$ cat src/rtl/div_pkg.sv
// Shared types and constants for the sequential divider.
package div_pkg;

  localparam int unsigned DIV_XLEN   = 32;
  localparam int unsigned DIV_ITER   = 32;
  localparam int unsigned DIV_ITER_W = 5;

  localparam logic [31:0] DIV_DBZ_QUOT = 32'hFFFF_FFFF;
  localparam logic [31:0] DIV_OVF_QUOT = 32'h8000_0000;

  typedef enum logic [1:0] {
    StIdle,
    StCalc,
    StFix,
    StDone
  } div_state_e;

endpackage

$ cat src/rtl/add_subtract.sv
// 32-bit adder/subtractor; cin_i=1 selects subtraction (a + ~b + 1), cin_i=0 plain a + b.
module add_subtract (
  input  logic [31:0] a_i,
  input  logic [31:0] b_i,
  input  logic        cin_i,
  output logic [31:0] result_o,
  output logic        cout_o
);

  logic [31:0] b_eff;
  logic [32:0] sum;

  // Invert b in subtract mode so the carry-in completes the two's complement.
  always_comb begin
    b_eff = cin_i ? ~b_i : b_i;
    sum   = {1'b0, a_i} + {1'b0, b_eff} + {32'b0, cin_i};
  end

  assign result_o = sum[31:0];
  assign cout_o   = sum[32];

endmodule

$ cat src/rtl/div_seq_unit.sv
// Sequential restoring divider, one quotient bit per cycle.
// Optional signed support (sign fix-up, overflow shortcut) is compiled in with DIV_SIGNED_EN.
module div_seq_unit
  import div_pkg::*;
#(
  parameter int unsigned XLEN = 32
) (
  input  logic            clk_i,
  input  logic            rst_i,
  input  logic            start_i,
  input  logic            signed_i,
  input  logic [XLEN-1:0] dividend_i,
  input  logic [XLEN-1:0] divisor_i,
  output logic            ready_o,
  output logic            done_o,
  output logic [XLEN-1:0] quotient_o,
  output logic [XLEN-1:0] remainder_o,
  output logic            dbz_o
);

  div_state_e state_q, state_d;

  logic [DIV_ITER_W-1:0] iter_q, iter_d;
  logic [DIV_XLEN-1:0]   dvd_q, dvd_d;
  logic [DIV_XLEN-1:0]   dsr_q, dsr_d;
  logic [DIV_XLEN-1:0]   rem_q, rem_d;
  logic [DIV_XLEN-1:0]   quot_q, quot_d;
  logic [DIV_XLEN-1:0]   remd_q, remd_d;
  logic                  dbz_q, dbz_d;

  // Trial subtraction datapath.
  logic [DIV_XLEN-1:0] shifted;
  logic [DIV_XLEN-1:0] sub_res;
  logic                sub_cout;
  logic                qbit;
  logic [DIV_XLEN-1:0] rem_step;
  logic [DIV_XLEN-1:0] dvd_step;

  assign shifted = {rem_q[DIV_XLEN-2:0], dvd_q[DIV_XLEN-1]};

  add_subtract u_trial_sub (
    .a_i      (shifted),
    .b_i      (dsr_q),
    .cin_i    (1'b1),
    .result_o (sub_res),
    .cout_o   (sub_cout)
  );

  // rem_q[31] set means the true shifted value exceeds 32 bits, so it is surely >= divisor.
  assign qbit     = rem_q[DIV_XLEN-1] | sub_cout;
  assign rem_step = qbit ? sub_res : shifted;
  assign dvd_step = {dvd_q[DIV_XLEN-2:0], qbit};

`ifdef DIV_SIGNED_EN
  logic                neg_q_q, neg_q_d;
  logic                neg_r_q, neg_r_d;
  logic [DIV_XLEN-1:0] nega_b, nega_res;
  logic [DIV_XLEN-1:0] negb_b, negb_res;
  logic                unused_nega_cout, unused_negb_cout;
  logic                ovf;

  // Negators take absolute values on accept and apply the sign fix-up in FIX.
  assign nega_b = (state_q == StFix) ? dvd_q : dividend_i;
  assign negb_b = (state_q == StFix) ? rem_q : divisor_i;

  add_subtract u_neg_quot (
    .a_i      (32'h0),
    .b_i      (nega_b),
    .cin_i    (1'b1),
    .result_o (nega_res),
    .cout_o   (unused_nega_cout)
  );

  add_subtract u_neg_rem (
    .a_i      (32'h0),
    .b_i      (negb_b),
    .cin_i    (1'b1),
    .result_o (negb_res),
    .cout_o   (unused_negb_cout)
  );

  assign ovf = signed_i && (dividend_i == DIV_OVF_QUOT) && (divisor_i == 32'hFFFF_FFFF);

  // Sign flags for the final fix-up.
  always_ff @(posedge clk_i) begin
    if (rst_i) begin
      neg_q_q <= 1'b0;
      neg_r_q <= 1'b0;
    end else begin
      neg_q_q <= neg_q_d;
      neg_r_q <= neg_r_d;
    end
  end
`else
  logic unused_signed;
  assign unused_signed = signed_i;
`endif

  // Next-state and datapath update.
  always_comb begin
    state_d = state_q;
    iter_d  = iter_q;
    dvd_d   = dvd_q;
    dsr_d   = dsr_q;
    rem_d   = rem_q;
    quot_d  = quot_q;
    remd_d  = remd_q;
    dbz_d   = dbz_q;
`ifdef DIV_SIGNED_EN
    neg_q_d = neg_q_q;
    neg_r_d = neg_r_q;
`endif
    unique case (state_q)
      StIdle: begin
        if (start_i) begin
          if (divisor_i == '0) begin
            state_d = StDone;
            quot_d  = DIV_DBZ_QUOT;
            remd_d  = dividend_i;
            dbz_d   = 1'b1;
`ifdef DIV_SIGNED_EN
          end else if (ovf) begin
            state_d = StDone;
            quot_d  = DIV_OVF_QUOT;
            remd_d  = '0;
            dbz_d   = 1'b0;
`endif
          end else begin
            state_d = StCalc;
            iter_d  = '0;
            rem_d   = '0;
`ifdef DIV_SIGNED_EN
            dvd_d   = (signed_i && dividend_i[DIV_XLEN-1]) ? nega_res : dividend_i;
            dsr_d   = (signed_i && divisor_i[DIV_XLEN-1]) ? negb_res : divisor_i;
            neg_q_d = signed_i & (dividend_i[DIV_XLEN-1] ^ divisor_i[DIV_XLEN-1]);
            neg_r_d = signed_i & dividend_i[DIV_XLEN-1];
`else
            dvd_d   = dividend_i;
            dsr_d   = divisor_i;
`endif
          end
        end
      end
      StCalc: begin
        rem_d  = rem_step;
        dvd_d  = dvd_step;
        iter_d = iter_q + DIV_ITER_W'(1);
        if (iter_q == DIV_ITER_W'(DIV_ITER - 1)) begin
`ifdef DIV_SIGNED_EN
          state_d = StFix;
`else
          state_d = StDone;
          quot_d  = dvd_step;
          remd_d  = rem_step;
          dbz_d   = 1'b0;
`endif
        end
      end
`ifdef DIV_SIGNED_EN
      StFix: begin
        state_d = StDone;
        quot_d  = neg_q_q ? nega_res : dvd_q;
        remd_d  = neg_r_q ? negb_res : rem_q;
        dbz_d   = 1'b0;
      end
`endif
      StDone: begin
        state_d = StIdle;
      end
      default: begin
        state_d = StIdle;
      end
    endcase
  end

  // State and result registers with synchronous reset.
  always_ff @(posedge clk_i) begin
    if (rst_i) begin
      state_q <= StIdle;
      iter_q  <= '0;
      dvd_q   <= '0;
      dsr_q   <= '0;
      rem_q   <= '0;
      quot_q  <= '0;
      remd_q  <= '0;
      dbz_q   <= 1'b0;
    end else begin
      state_q <= state_d;
      iter_q  <= iter_d;
      dvd_q   <= dvd_d;
      dsr_q   <= dsr_d;
      rem_q   <= rem_d;
      quot_q  <= quot_d;
      remd_q  <= remd_d;
      dbz_q   <= dbz_d;
    end
  end

  assign ready_o     = (state_q == StIdle);
  assign done_o      = (state_q == StDone);
  assign quotient_o  = quot_q;
  assign remainder_o = remd_q;
  assign dbz_o       = dbz_q;

endmodule

$ cat config.mk
export PLATFORM = sky130hd
export DESIGN_NAME = div_seq_unit
export DESIGN_NICKNAME = d
export VERILOG_FILES = /design/src/rtl/div_pkg.sv /design/src/rtl/add_subtract.sv /design/src/rtl/div_seq_unit.sv
export SDC_FILE = /design/constraint.sdc
export NUM_CORES = 1
export LEC_CHECK = 0
export ABC_AREA = 1
export BUFFER_PORTS_ARGS = -buffer_cell sky130_fd_sc_hd__buf_4
export CORE_MARGIN = 3
export CORE_UTILIZATION = 40
export CTS_BUF_LIST = sky130_fd_sc_hd__clkbuf_16
export CTS_CLUSTER_DIAMETER = 40
export DETAILED_ROUTE_END_ITERATION = 12
export MAX_ROUTING_LAYER = met4
export PLACE_DENSITY = 0.7
export SYNTH_ARGS = -nofsm -noshare
export SYNTH_HDL_FRONTEND = slang
export SYNTH_HIERARCHICAL = 1
export SYNTH_SLANG_ARGS = --single-unit
$ cat constraint.sdc
create_clock -name clk_i -period 2.89 [get_ports clk_i]
set_input_delay 0.578 -clock clk_i [delete_from_list [all_inputs] [get_ports clk_i]]
set_output_delay 0.578 -clock clk_i [all_outputs]
set_load 0.01 [all_outputs]
==> impl_metrics.ini, run 1 <==
[run_status]
outcome = finished clean

[synth]
yosysWarnings = 6
yosysSeqAreaShare = 0.303
ys_seq_elements = 168
synthTopCellsByArea = dfxtp_1, nand2_1, inv_1, nor2_1, a21oi_1
syn_area_um2 = 11100
async_flop_share = 0
synthesis.nets = 1975
ys_dominant_reg_cell = dfxtp_1
synth_edf_count = 0
postSynthAreaPerCell_um2 = 5.94
synth.top_cell.area_share = 0.303
yosys.area.top_type = dfxtp_1
ys_types = 33
netlist_instances = 1870

[setup_path]
worstPathRequired_ns = 3.22
worstSetupPathType = flip-flop to flip-flop
cp_max_fo = 17
cp-start-kind = flip-flop
r2r_end = remainder_o[14]
r2r_start = dsr_q[23]
endpoint_kind = flip-flop
r2r_cells = 18
r2r_setup_slack_ns = 0.18
cp.arrival_ns = 3.04

[cts]
clock_latency_ns = 0.44
numCtsBuffers = 17
clockBufferDepth = 2
holdBufCountCts = 0
cts_sinks = 168
clk_pin_slew_worst_paths_ns = 0.07
root_buffer = clkbuf_16
htree_num_levels = 4
cts_tree = done

[worst_hold_path]
min_from = rst_i
whs_endpoint = state_q[0]
hold_depth = 2
holdCritPathClass = input port to flip-flop

[detailed_routing]
drc = 0
ant_nets = 0
drt_iter0_markers = 1038
via_count = 11200
routed_wirelength_mm = 30.9
routedWlPerCell_um = 13.1
routed_via_density = 4.73
drtPass1Iterations = 5

[global_route]
grt_overflow = 0
grt.total_usage = 0.204
grt_pass1_vias = 10000
grt_pass1_wl_mm = 49.7
grt_antenna_before_repair = 0
grt_max_degree = 138

[floorplan]
die_x_um = 173
io_pins = 135
die-area_um2 = 29800
core_um2 = 27100
fp.dieH_um = 173
rows = 60
start_util = 0.410

[power]
leakagePower_nw = 7.30
ir_drop_uv = 421
power_density_nw_per_um2 = 563

[flow_run]
drv_cap = 0

[timing]
finalSetupViolations = 0
worstMarginPinSlew_ns = 0.882
finalHoldViolations = 0
fmax_ghz = 0.370
skew_ns = 0.0154
finalCritPeriodShare = 0.936
min_period_ns = 2.71
slew_viol_final = 0
maxSlewHeadroom = 0.412

[placement]
gp_congestion = 0.892
port_buffers = 133
placed_cells = 2320
dp_hpwl_mm = 22.2

[final_layout]
final_cell_mix = nand2_1, inv_1, nor2_1
syn_to_final_growth_pct = 20.8
fin_cells = 2366
final_common_cell = nand2_1
drive_above_1_share = 0.158
n_antenna_cell = 0
finalCoreUtilization = 0.496
nets = 2086
## worst max path at each step
stage	from	to	cells after the start
finish	dsr_q[23]	remainder_o[14]	18
global route	dsr_q[11]	remainder_o[21]	20
CTS	dsr_q[0]	remainder_o[22]	20
detailed placement	dsr_q[0]	rem_q[13]	19
global placement	dsr_q[0]	remainder_o[20]	19
floorplan	dsr_q[0]	remainder_o[10]	21
## synthesized netlist by cell type (12+ instances only)
| cell type | count |
|---|---|
| o21ai_0 | 47 |
| nand2_1 | 533 |
| buf_2 | 55 |
| nand4_1 | 35 |
| inv_2 | 16 |
| nor2_1 | 236 |
| xor2_1 | 44 |
| inv_1 | 309 |
| dfxtp_1 | 168 |
| a21oi_1 | 164 |
| ha_1 | 36 |
| clkbuf_1 | 35 |
| nand3_1 | 124 |
| nand2_2 | 12 |
## logic make-up (layout without fill, tap and decap cells)
group / count (synthesis) / after routing / synth area share
and+or+nand+nor: 968 / 969 / 0.363
buffers and inverters: 424 / 547 / 0.151
AOI/OAI and AO/OA: 225 / 225 / 0.104
DFF: 168 / 168 / 0.303
xor gates and xnor gates: 47 / 47 / 0.0370
adders and majority gates: 37 / 37 / 0.0423
other: 1 / 1 / 0.000337
## per-stage QoR
step	instance area, um2	setup TNS (ns)	power, mW	worst slack, ns	hold slack (ns)
detailed placement	12500	-9.97	5.16	-0.209	0.439
global placement	12500	-4.60	5.13	-0.116	0.435
global route	13400	-0.598	8.04	-0.0574	0.356
CTS	13200	0	7.48	0.0275	0.347
finish	13400	0	7.57	0.185	0.354
floorplan	11100	0	4.41	0.326	0.452
## area by class of cell
class | count | area, um2
clock buffers | 17 | 425
repair buffers | 190 | 1510
multi-input cells | 1279 | 6290
clock inverters | 15 | 155
flip-flops and latches | 168 | 3370
well taps | 372 | 465
inverters | 325 | 1220
fillers | 2810 | 13700
## repair_timing
action	CTS	global route
gates cloned	1	1
buffers inserted	6	6
setup endpoints to repair	64	65
pin swaps	3	8
resized for setup	4	37
endpoints found under the hold margin	0	0
## worst max-delay path, cell delays in order (launching register included)
cell and delay (ns):
dfxtp_1 0.33, xor2_1 0.19, ha_1 0.33, a21oi_2 0.18, o21ai_0 0.17, a21oi_2 0.19
nand3_2 0.10, nand2_1 0.08, nand2_2 0.08, nor2_4 0.14, buf_4 0.15, nor2_4 0.03
buf_12 0.15, nand2_1 0.07, nand2_1 0.09, nor2_1 0.12, nand3_1 0.09, nand2_1 0.09
nor2_1 0.04
## state kept, by name, indices dropped and copies added (netlist names)
signal,flops
quotient_o,32
dvd_q,32
dbz_o,1
remainder_o,32
rem_q,32
iter_q,5
state_q,2
dsr_q,32
## metal layers
metal	GRT usage	vias to the layer above	share of wire
li1	-	5935	-
met1	0.292	4929	0.50
met4	0.0490	0	0.012
met2	0.305	305	0.43
met5	-	-	0
met3	0.0268	30	0.051
## report_power, final
group / internal (mW) / switching (mW)
Clock: 1.16 / 1.13
Combinational: 1.02 / 1.53
Sequential: 2.56 / 0.185
Total: 4.73 / 2.84
Power figures use the tool's default switching activity.
==> run 2: changes to the inputs <==
Settings changed: CTS_BUF_LIST sky130_fd_sc_hd__clkbuf_16 to unset, SKIP_CTS_REPAIR_TIMING set to 1.
==> run 2 against run 1 <==
  * Worst hold slack improved by 0.0087 ns
  * Clock skew about the same
  * Maximum frequency decreased by 3.5%
  * Clock power about the same
  * Global-route usage decreased by 0.21 points
  * Sequential cell count unchanged
  * Non-clock buffer count increased by 3
  * Via count increased by 0.46%
  * Highest routed layer unchanged
==> impl_metrics.ini, run 2 (same netlist as run 1, synthesis figures left out) <==
[run_status]
outcome = finished clean

[floorplan]
die_x_um = 173
io_pins = 135
start_util = 0.410
fp.dieH_um = 173
rows = 60
die-area_um2 = 29800
core_um2 = 27100

[setup_path]
cp-start-kind = flip-flop
worstPathRequired_ns = 3.25
cp.buffers_inverters = 2
slowest_delay_ns = 0.33
path_cells = xor2_1 -> ha_1 -> a21oi_2 -> o21ai_0 -> a21oi_2 -> nand3_2 -> nand2_2 -> nand2_2 -> nor2_4 -> and2_4 -> buf_12 -> nand2_1 -> nand2_1 -> inv_1 -> nand3_1 -> nand2_1 -> nor2_1
worstSetupPathType = flip-flop to flip-flop
slowest_stage = dfxtp_1
crit_family = simple AND/OR/NAND/NOR gates
cp.arrival_ns = 3.17
endpoint_kind = flip-flop
cp_max_fo = 8
cpMostUsedCell = nand2_1

[placement]
post_dp_cell_area_um2 = 12500
gp_congestion = 0.892
port_buffers = 133
dp_hpwl_mm = 22.2

[timing]
slew_viol_final = 0
skew_ns = 0.0156
maxSlewHeadroom = 0.432
fmax_ghz = 0.357
worstMarginPinSlew_ns = 0.850
finalHoldViolations = 0
finalSetupViolations = 0
min_period_ns = 2.80
finalCritPeriodShare = 0.970
hold_ws_ns = 0.363

[global_route]
grt_max_degree = 138
grt_pass1_vias = 9893
grt_pass1_wl_mm = 49.2
grt.total_usage = 0.202
grt_overflow = 0
grt_antenna_before_repair = 0

[cts]
htree_num_levels = 4
root_buffer = clkbuf_16
clk_pin_slew_worst_paths_ns = 0.07
cts_tree = done
clock_latency_ns = 0.43
cts_sinks = 168
numCtsBuffers = 17
clockBufferDepth = 2

[final_layout]
syn_to_final_growth_pct = 21.7
final_common_cell = nand2_1
drive_above_1_share = 0.163
fin_area_um2 = 13500
n_antenna_cell = 0
final_cell_mix = nand2_1, inv_1, nor2_1
finalCoreUtilization = 0.499
nets = 2089

[power]
leakagePower_nw = 7.33
power_density_nw_per_um2 = 565
ir_drop_uv = 446

[detailed_routing]
drtPass1Iterations = 5
drc = 0
routed_wirelength_mm = 31.4
drt_iter0_markers = 1080
ant_nets = 0
routedWlPerCell_um = 13.3
via_count = 11300
routed_via_density = 4.75

[worst_hold_path]
holdCritPathClass = input port to flip-flop

[flow_run]
drv_cap = 0
run 2: power breakdown:
| group | total, mW | switching (mW) | leakage [nW] | internal, mW |
|---|---|---|---|---|
| logic | 2.58 | 1.55 | 5.65 | 1.04 |
| registers | 2.75 | 0.188 | 1.39 | 2.56 |
| clock network | 2.31 | 1.12 | 0.288 | 1.18 |
| total | 7.64 | 2.86 | 7.33 | 4.78 |
run 2: area by class of cell:
| type | count | area [um2] |
|---|---|---|
| Clock buffer | 18 | 439 |
| Multi-Input combinational cell | 1279 | 6320 |
| Sequential cell | 168 | 3370 |
| Tap cell | 372 | 465 |
| Fill cell | 2801 | 13600 |
| Timing Repair Buffer | 193 | 1550 |
| Inverter | 325 | 1220 |
| Clock inverter | 14 | 151 |
run 2: routing by layer:
layer  vias up  track usage  share of wire
met5         -            -              0
met4         0       0.0449          0.012
met3        29       0.0259          0.050
met2       303        0.301           0.44
met1      4981        0.292           0.50
li1       5938            -              -
run 2: worst paths after layout:
check / startpoint / slack [ns] / cells after the start / to
worst max-delay path: dsr_q[23] / 0.09 / 17 / rem_q[19]
worst min-delay path: rst_i / 0.36 / 2 / state_q[0]
worst max register to register: dsr_q[23] / 0.09 / 17 / rem_q[19]
worst min register to register: dbz_o / 0.45 / 2 / dbz_o
run 2: stage by stage:
stage / setup TNS (ns) / power (mW) / setup WS, ns / std cells
final: 0 / 7.64 / 0.0866 / 2369
after CTS: -10.92 / 7.47 / -0.227 / 2352
after global placement: -4.60 / 5.13 / -0.116 / 2320
after global routing: -1.68 / 8.10 / -0.0917 / 2369
after detailed placement: -9.97 / 5.16 / -0.209 / 2320
after floorplan: 0 / 4.41 / 0.326 / 1870
run 2: worst reg2reg max path, stage by stage, from the launching register on:
cell and delay [ns]:
dfxtp_1 0.33, xor2_1 0.20, ha_1 0.33, a21oi_2 0.18
o21ai_0 0.17, a21oi_2 0.20, nand3_2 0.11, nand2_2 0.07
nand2_2 0.08, nor2_4 0.19, and2_4 0.24, buf_12 0.15
nand2_1 0.06, nand2_1 0.15, inv_1 0.06, nand3_1 0.08
nand2_1 0.06, nor2_1 0.08
